==> config.mk <==
export PLATFORM = sky130hd
export DESIGN_NAME = alu_issue_arbiter
export DESIGN_NICKNAME = d
export VERILOG_FILES = /design/src/rtl/ariane_pkg.sv /design/src/rtl/alu_issue_arbiter_rr.sv /design/src/rtl/alu_issue_arbiter.sv
export SDC_FILE = /design/constraint.sdc
export NUM_CORES = 1
export LEC_CHECK = 0
export BUFFER_PORTS_ARGS = -buffer_cell sky130_fd_sc_hd__buf_4
export CAP_MARGIN = 40
export CELL_PAD_IN_SITES_DETAIL_PLACEMENT = 1
export CELL_PAD_IN_SITES_GLOBAL_PLACEMENT = 1
export CORE_AREA = 8 8 281 283
export DETAILED_ROUTE_END_ITERATION = 10
export DIE_AREA = 0 0 289 291
export HOLD_SLACK_MARGIN = 0.03
export PLACE_DENSITY = 0.42
export REMOVE_ABC_BUFFERS = 1
export SETUP_SLACK_MARGIN = 0.05
export SKIP_CTS_REPAIR_TIMING = 1
export SKIP_LAST_GASP = 1
export SLEW_MARGIN = 20
export SYNTH_ARGS = -nofsm -noshare
export SYNTH_HDL_FRONTEND = slang
export SYNTH_SLANG_ARGS = --single-unit
==> constraint.sdc <==
create_clock -name clk_i -period 1.55 [get_ports clk_i]
set_input_delay 0.0775 -clock clk_i [delete_from_list [all_inputs] [get_ports clk_i]]
set_output_delay 0.0775 -clock clk_i [all_outputs]
set_load 0.01 [all_outputs]
==> src/rtl/ariane_pkg.sv <==
// Shared execute-stage types: functional-unit operation codes and the
// per-instruction payload handed from issue to a functional unit.
package ariane_pkg;

  localparam int unsigned XLEN          = 64;
  localparam int unsigned TRANS_ID_BITS = 3;

  typedef enum logic [3:0] {
    ADD, SUB, ANDL, ORL, XORL,
    EQ, NE, LTS, LTU, GES, GEU
  } fu_op;

  typedef struct packed {
    fu_op                     operation;
    logic [XLEN-1:0]          operand_a;
    logic [XLEN-1:0]          operand_b;
    logic [XLEN-1:0]          imm;
    logic [TRANS_ID_BITS-1:0] trans_id;
  } fu_data_t;

endpackage

==> src/rtl/alu_issue_arbiter_rr.sv <==
// Combinational round-robin picker: first valid requester at or after
// rr_ptr_i, wrapping modulo NR_REQ; nothing is granted when en_i is low.
module alu_rr_arbiter #(
  parameter int unsigned NR_REQ = 2
) (
  input  logic [NR_REQ-1:0]         valid_i,
  input  logic                      en_i,
  input  logic [$clog2(NR_REQ)-1:0] rr_ptr_i,
  output logic [NR_REQ-1:0]         gnt_o,
  output logic [$clog2(NR_REQ)-1:0] idx_o,
  output logic                      any_o
);

  localparam int unsigned IDX_W = $clog2(NR_REQ);

  int               cand_int;
  logic [IDX_W-1:0] cand;
  logic             found;

  always_comb begin
    cand_int = 0;
    cand     = '0;
    found    = 1'b0;
    idx_o    = '0;
    gnt_o    = '0;
    for (int k = 0; k < int'(NR_REQ); k++) begin
      cand_int = (int'(rr_ptr_i) + k) % int'(NR_REQ);
      cand     = cand_int[IDX_W-1:0];
      if (!found && valid_i[cand]) begin
        found = 1'b1;
        idx_o = cand;
      end
    end
    any_o = found & en_i;
    if (any_o) begin
      gnt_o[idx_o] = 1'b1;
    end
  end

endmodule

==> src/rtl/alu_issue_arbiter.sv <==
// Shares one combinational ALU between NR_REQ issue sources with round-robin
// arbitration and a single registered result stage drained by writeback.
module alu_issue_arbiter
  import ariane_pkg::*;
#(
  parameter int unsigned NR_REQ = 2,
  parameter int unsigned XLEN   = 64
) (
  input  logic                       clk_i,
  input  logic                       rst_ni,
  input  logic                       flush_i,
  input  logic [NR_REQ-1:0]          req_valid_i,
  output logic [NR_REQ-1:0]          req_ready_o,
  input  fu_data_t                   req_data_i [NR_REQ],
  output fu_data_t                   alu_fu_data_o,
  input  logic [XLEN-1:0]            alu_result_i,
  input  logic                       alu_branch_res_i,
  output logic                       valid_o,
  input  logic                       ready_i,
  output logic [XLEN-1:0]            result_o,
  output logic                       branch_res_o,
  output logic [TRANS_ID_BITS-1:0]   trans_id_o,
  output logic [$clog2(NR_REQ)-1:0]  src_o
);

  localparam int unsigned IDX_W = $clog2(NR_REQ);

  // Handshakes: a transfer happens on a cycle where valid and ready are both
  // high at the clock edge. Upstream holds valid/data until its ready bit is
  // seen; ready is a function of valid and output-register state only.
  // Downstream sees valid_o and the payload stable until ready_i is high.

  logic                     valid_q, valid_d;
  logic [XLEN-1:0]          result_q, result_d;
  logic                     branch_q, branch_d;
  logic [TRANS_ID_BITS-1:0] trans_id_q, trans_id_d;
  logic [IDX_W-1:0]         src_q, src_d;
  logic [IDX_W-1:0]         rr_ptr_q, rr_ptr_d;

  logic                     can_accept;
  logic [NR_REQ-1:0]        gnt;
  logic [IDX_W-1:0]         win_idx;
  logic                     win_any;

  // rst_ni in the enable keeps ready low throughout reset, not just after it.
  assign can_accept = rst_ni & ~flush_i & (~valid_q | ready_i);

  alu_rr_arbiter #(
    .NR_REQ (NR_REQ)
  ) u_rr (
    .valid_i  (req_valid_i),
    .en_i     (can_accept),
    .rr_ptr_i (rr_ptr_q),
    .gnt_o    (gnt),
    .idx_o    (win_idx),
    .any_o    (win_any)
  );

  assign req_ready_o   = gnt;
  assign alu_fu_data_o = win_any ? req_data_i[win_idx] : '0;

  always_comb begin
    valid_d    = valid_q;
    result_d   = result_q;
    branch_d   = branch_q;
    trans_id_d = trans_id_q;
    src_d      = src_q;
    rr_ptr_d   = rr_ptr_q;
    if (flush_i) begin
      valid_d = 1'b0;
    end else if (win_any) begin
      valid_d    = 1'b1;
      result_d   = alu_result_i;
      branch_d   = alu_branch_res_i;
      trans_id_d = req_data_i[win_idx].trans_id;
      src_d      = win_idx;
      rr_ptr_d   = (win_idx == IDX_W'(NR_REQ - 1)) ? '0 : win_idx + 1'b1;
    end else if (valid_q && ready_i) begin
      valid_d = 1'b0;
    end
  end

  always_ff @(posedge clk_i or negedge rst_ni) begin
    if (!rst_ni) begin
      valid_q    <= 1'b0;
      result_q   <= '0;
      branch_q   <= 1'b0;
      trans_id_q <= '0;
      src_q      <= '0;
      rr_ptr_q   <= '0;
    end else begin
      valid_q    <= valid_d;
      result_q   <= result_d;
      branch_q   <= branch_d;
      trans_id_q <= trans_id_d;
      src_q      <= src_d;
      rr_ptr_q   <= rr_ptr_d;
    end
  end

  assign valid_o      = valid_q;
  assign result_o     = result_q;
  assign branch_res_o = branch_q;
  assign trans_id_o   = trans_id_q;
  assign src_o        = src_q;

endmodule

==> run metrics <==
outcome finished with violations; failing checks negative setup slack; CP Launch Type flip-flop; worst-margin pin slew 415 ps; core area 74800 sq um; count of flip-flops with a built-in enable after synthesis 0; critical path's top delay family compound AO/OA/AOI/OAI gates; CP max stage cell dfrtp_4; top cell type's share of synthesized area 25.4%; Die W 289 um; # rows 101; share of layout cells above drive strength 1 61.2%; largest net degree at the start of global routing 75; Hold WC Path Type in -> reg; placed insts 2578; I/O pins 740; Max Fanout on Critical Path 57; drt wl/cell 25.1 um; Cell Chain, Critical Path buf_4, buf_16, o211ai_1, a21oi_1, buf_4; Syn Std Cell Area 7000 sq um; TNS Setup -88500 ps; Hold Vio Cnt, Final 0; gr ovfl total 0; switching pwr 4.31 mW; post-synth top area cell dfrtp_1; Slew headroom 72.2%; Setup Skew 12.7 ps; sequential share of the synthesized area 25.4%; clk_lat worst skew 350 ps; Root Buffer clkbuf_16; crit path buf inv count 3; drt pass-1 iters 4; DIE AREA 84100 sq um; port bufs 739; cells after synthesis 896; Fmax achieved 478 MHz; CTS H-Tree Depth 3; vias in the first global route 11756; Synth Register Bits 71; gpl congestion 0.839; ranking of synthesized cells by area dfrtp_1, o211ai_1, o21ai_0, mux2_4, a21oi_1; Reg power frac 22.7%; r2r setup slk -70 ps; # clock sinks 71; leak pwr 7.16 nW; Clock Path Buffers 2; Clock power frac 18.9%; worst setup margin -542 ps; final WL 68200 um; Worst-path clk slew 70 ps; DR vias/cell 4.10; switch share 39.1%; Area Growth Syn to Fin 136%; RSZ-0062 raised after global routing yes; # DRC 0; Post-synth ARST share 100%; Unique masters post-synth 18; first-pass GRT wire length 88100 um; Post-Layout Cell Count 2713; syn avg cell area 7.82 sq um; detailed placement HPWL 52200 um; DIE HEIGHT 291 um; minimum clock period 2090 ps; Worst EP required 1470 ps; critical path arrival 2010 ps; Max stage delay on crit path 470 ps; Power Density 667 nW/um^2; Setup CP Type reg -> out; max cap viols 0; CP endpoint kind output pin; Max Slew Vio Count 0; total power 11.0 mW; Final ANT Viol Nets 0; Synth top cells by count o21ai_0, a21oi_1, o211ai_1; yosys warns 0; Int Power 6.73 mW; combinational share of power 58.4%; TritonCTS clock tree done; GRT Util Overall 14.1%; Vias 11133; most used cell, CP buf_4; Starting Density 9.36%; Most used DFF post-synth dfrtp_1; most frequent cell after synthesis o21ai_0; dpl ws -191 ps; maximum VDD drop 446 uV; initial antenna violation count 15; Final Cycle Share 135%; TritonCTS buffer count 9; Detailed Route Iter0 Violations 389; # setup viols final 203; # fillers 8866; fin nets 2187
[worst reg2reg max path, cell delays in order, from the launching register on]
cell	delay [ps]
dfrtp_4	470
and2b_4	340
buf_4	170
clkbuf_16	180
nor2_1	70
mux2_4	260
[per-layer routing]
metal	global-route usage, %	share of wire, %	up-vias
met5	0	0.029	-
met4	3.99	2.2	2
met3	5.12	8.5	59
met2	25.2	51	509
met1	15.4	38	5423
li1	-	-	5140
[path summary, 6_finish.rpt]
path,start,endpoint,cells after the start
setup / recovery,rr_ptr_q,alu_fu_data_o[50],5
hold / removal,req_data_i[199],trans_id_o[0],3
setup reg to reg,rr_ptr_q,src_o,5
hold reg to reg,result_o[35],result_o[35],1
max in group asynchronous,rst_ni,result_o[2],5
min in group asynchronous,rst_ni,result_o[10],3
[registers in the layout, summed over array words and instances, names as in the netlist]
register,cells
src_o,1
result_o,64
branch_res_o,1
rr_ptr_q,1
trans_id_o,3
valid_o,1
[kinds of logic after synthesis]
kind of cell    share of synthesized area (%)
compound gates                           50.7
buf+inv                                  9.02
flops                                    25.4
mux                                      14.4
simple gates                            0.518
[power by group through the flow]
stage | Clock [mW] | Combinational (mW) | Sequential (mW)
2_1_floorplan | 0 | 1.66 | 2.86
3_3_place_gp | 0 | 5.50 | 2.52
3_5_place_dp | 0 | 5.53 | 2.54
4_1_cts | 2.18 | 5.55 | 2.52
5_1_grt | 2.23 | 6.88 | 2.55
6_report | 2.08 | 6.45 | 2.51
[final cells by class]
cell class | count | area (sq um) | area share, %
inverter | 3 | 21.3 | 0.129
multi-input combinational | 682 | 5020 | 30.3
clock inverter | 7 | 61.3 | 0.370
sequential | 71 | 1780 | 10.8
tap | 978 | 1220 | 7.39
antenna | 12 | 30.0 | 0.181
timing repair buffer | 951 | 8190 | 49.5
clock buffer | 9 | 225 | 1.36
[per-stage QoR]
| stage | area (sq um) | util (%) | hold WS (ps) |
|---|---|---|---|
| finish | 16600 | 22.1 | 85.2 |
| global route | 16500 | 22.1 | 97.2 |
| CTS | 14700 | 19.7 | -313 |
| detailed placement | 14400 | 19.3 | 78.2 |
| global placement | 14400 | 19.3 | 74.7 |
| floorplan | 6380 | - | -218 |
[cells in the final DEF, fill, tap and decap left out, types with 30 or more instances in the layout]
master / Yosys / layout
mux2_4: 67 / 67
a21oi_2: 0 / 30
o211ai_1: 199 / 199
dlygate4sd3_1: 0 / 67
a21oi_1: 200 / 170
o21ai_2: 0 / 37
dfrtp_1: 71 / 70
buf_12: 0 / 35
buf_4: 2 / 813
o21ai_0: 201 / 131
(Power assumes the default switching activity.)
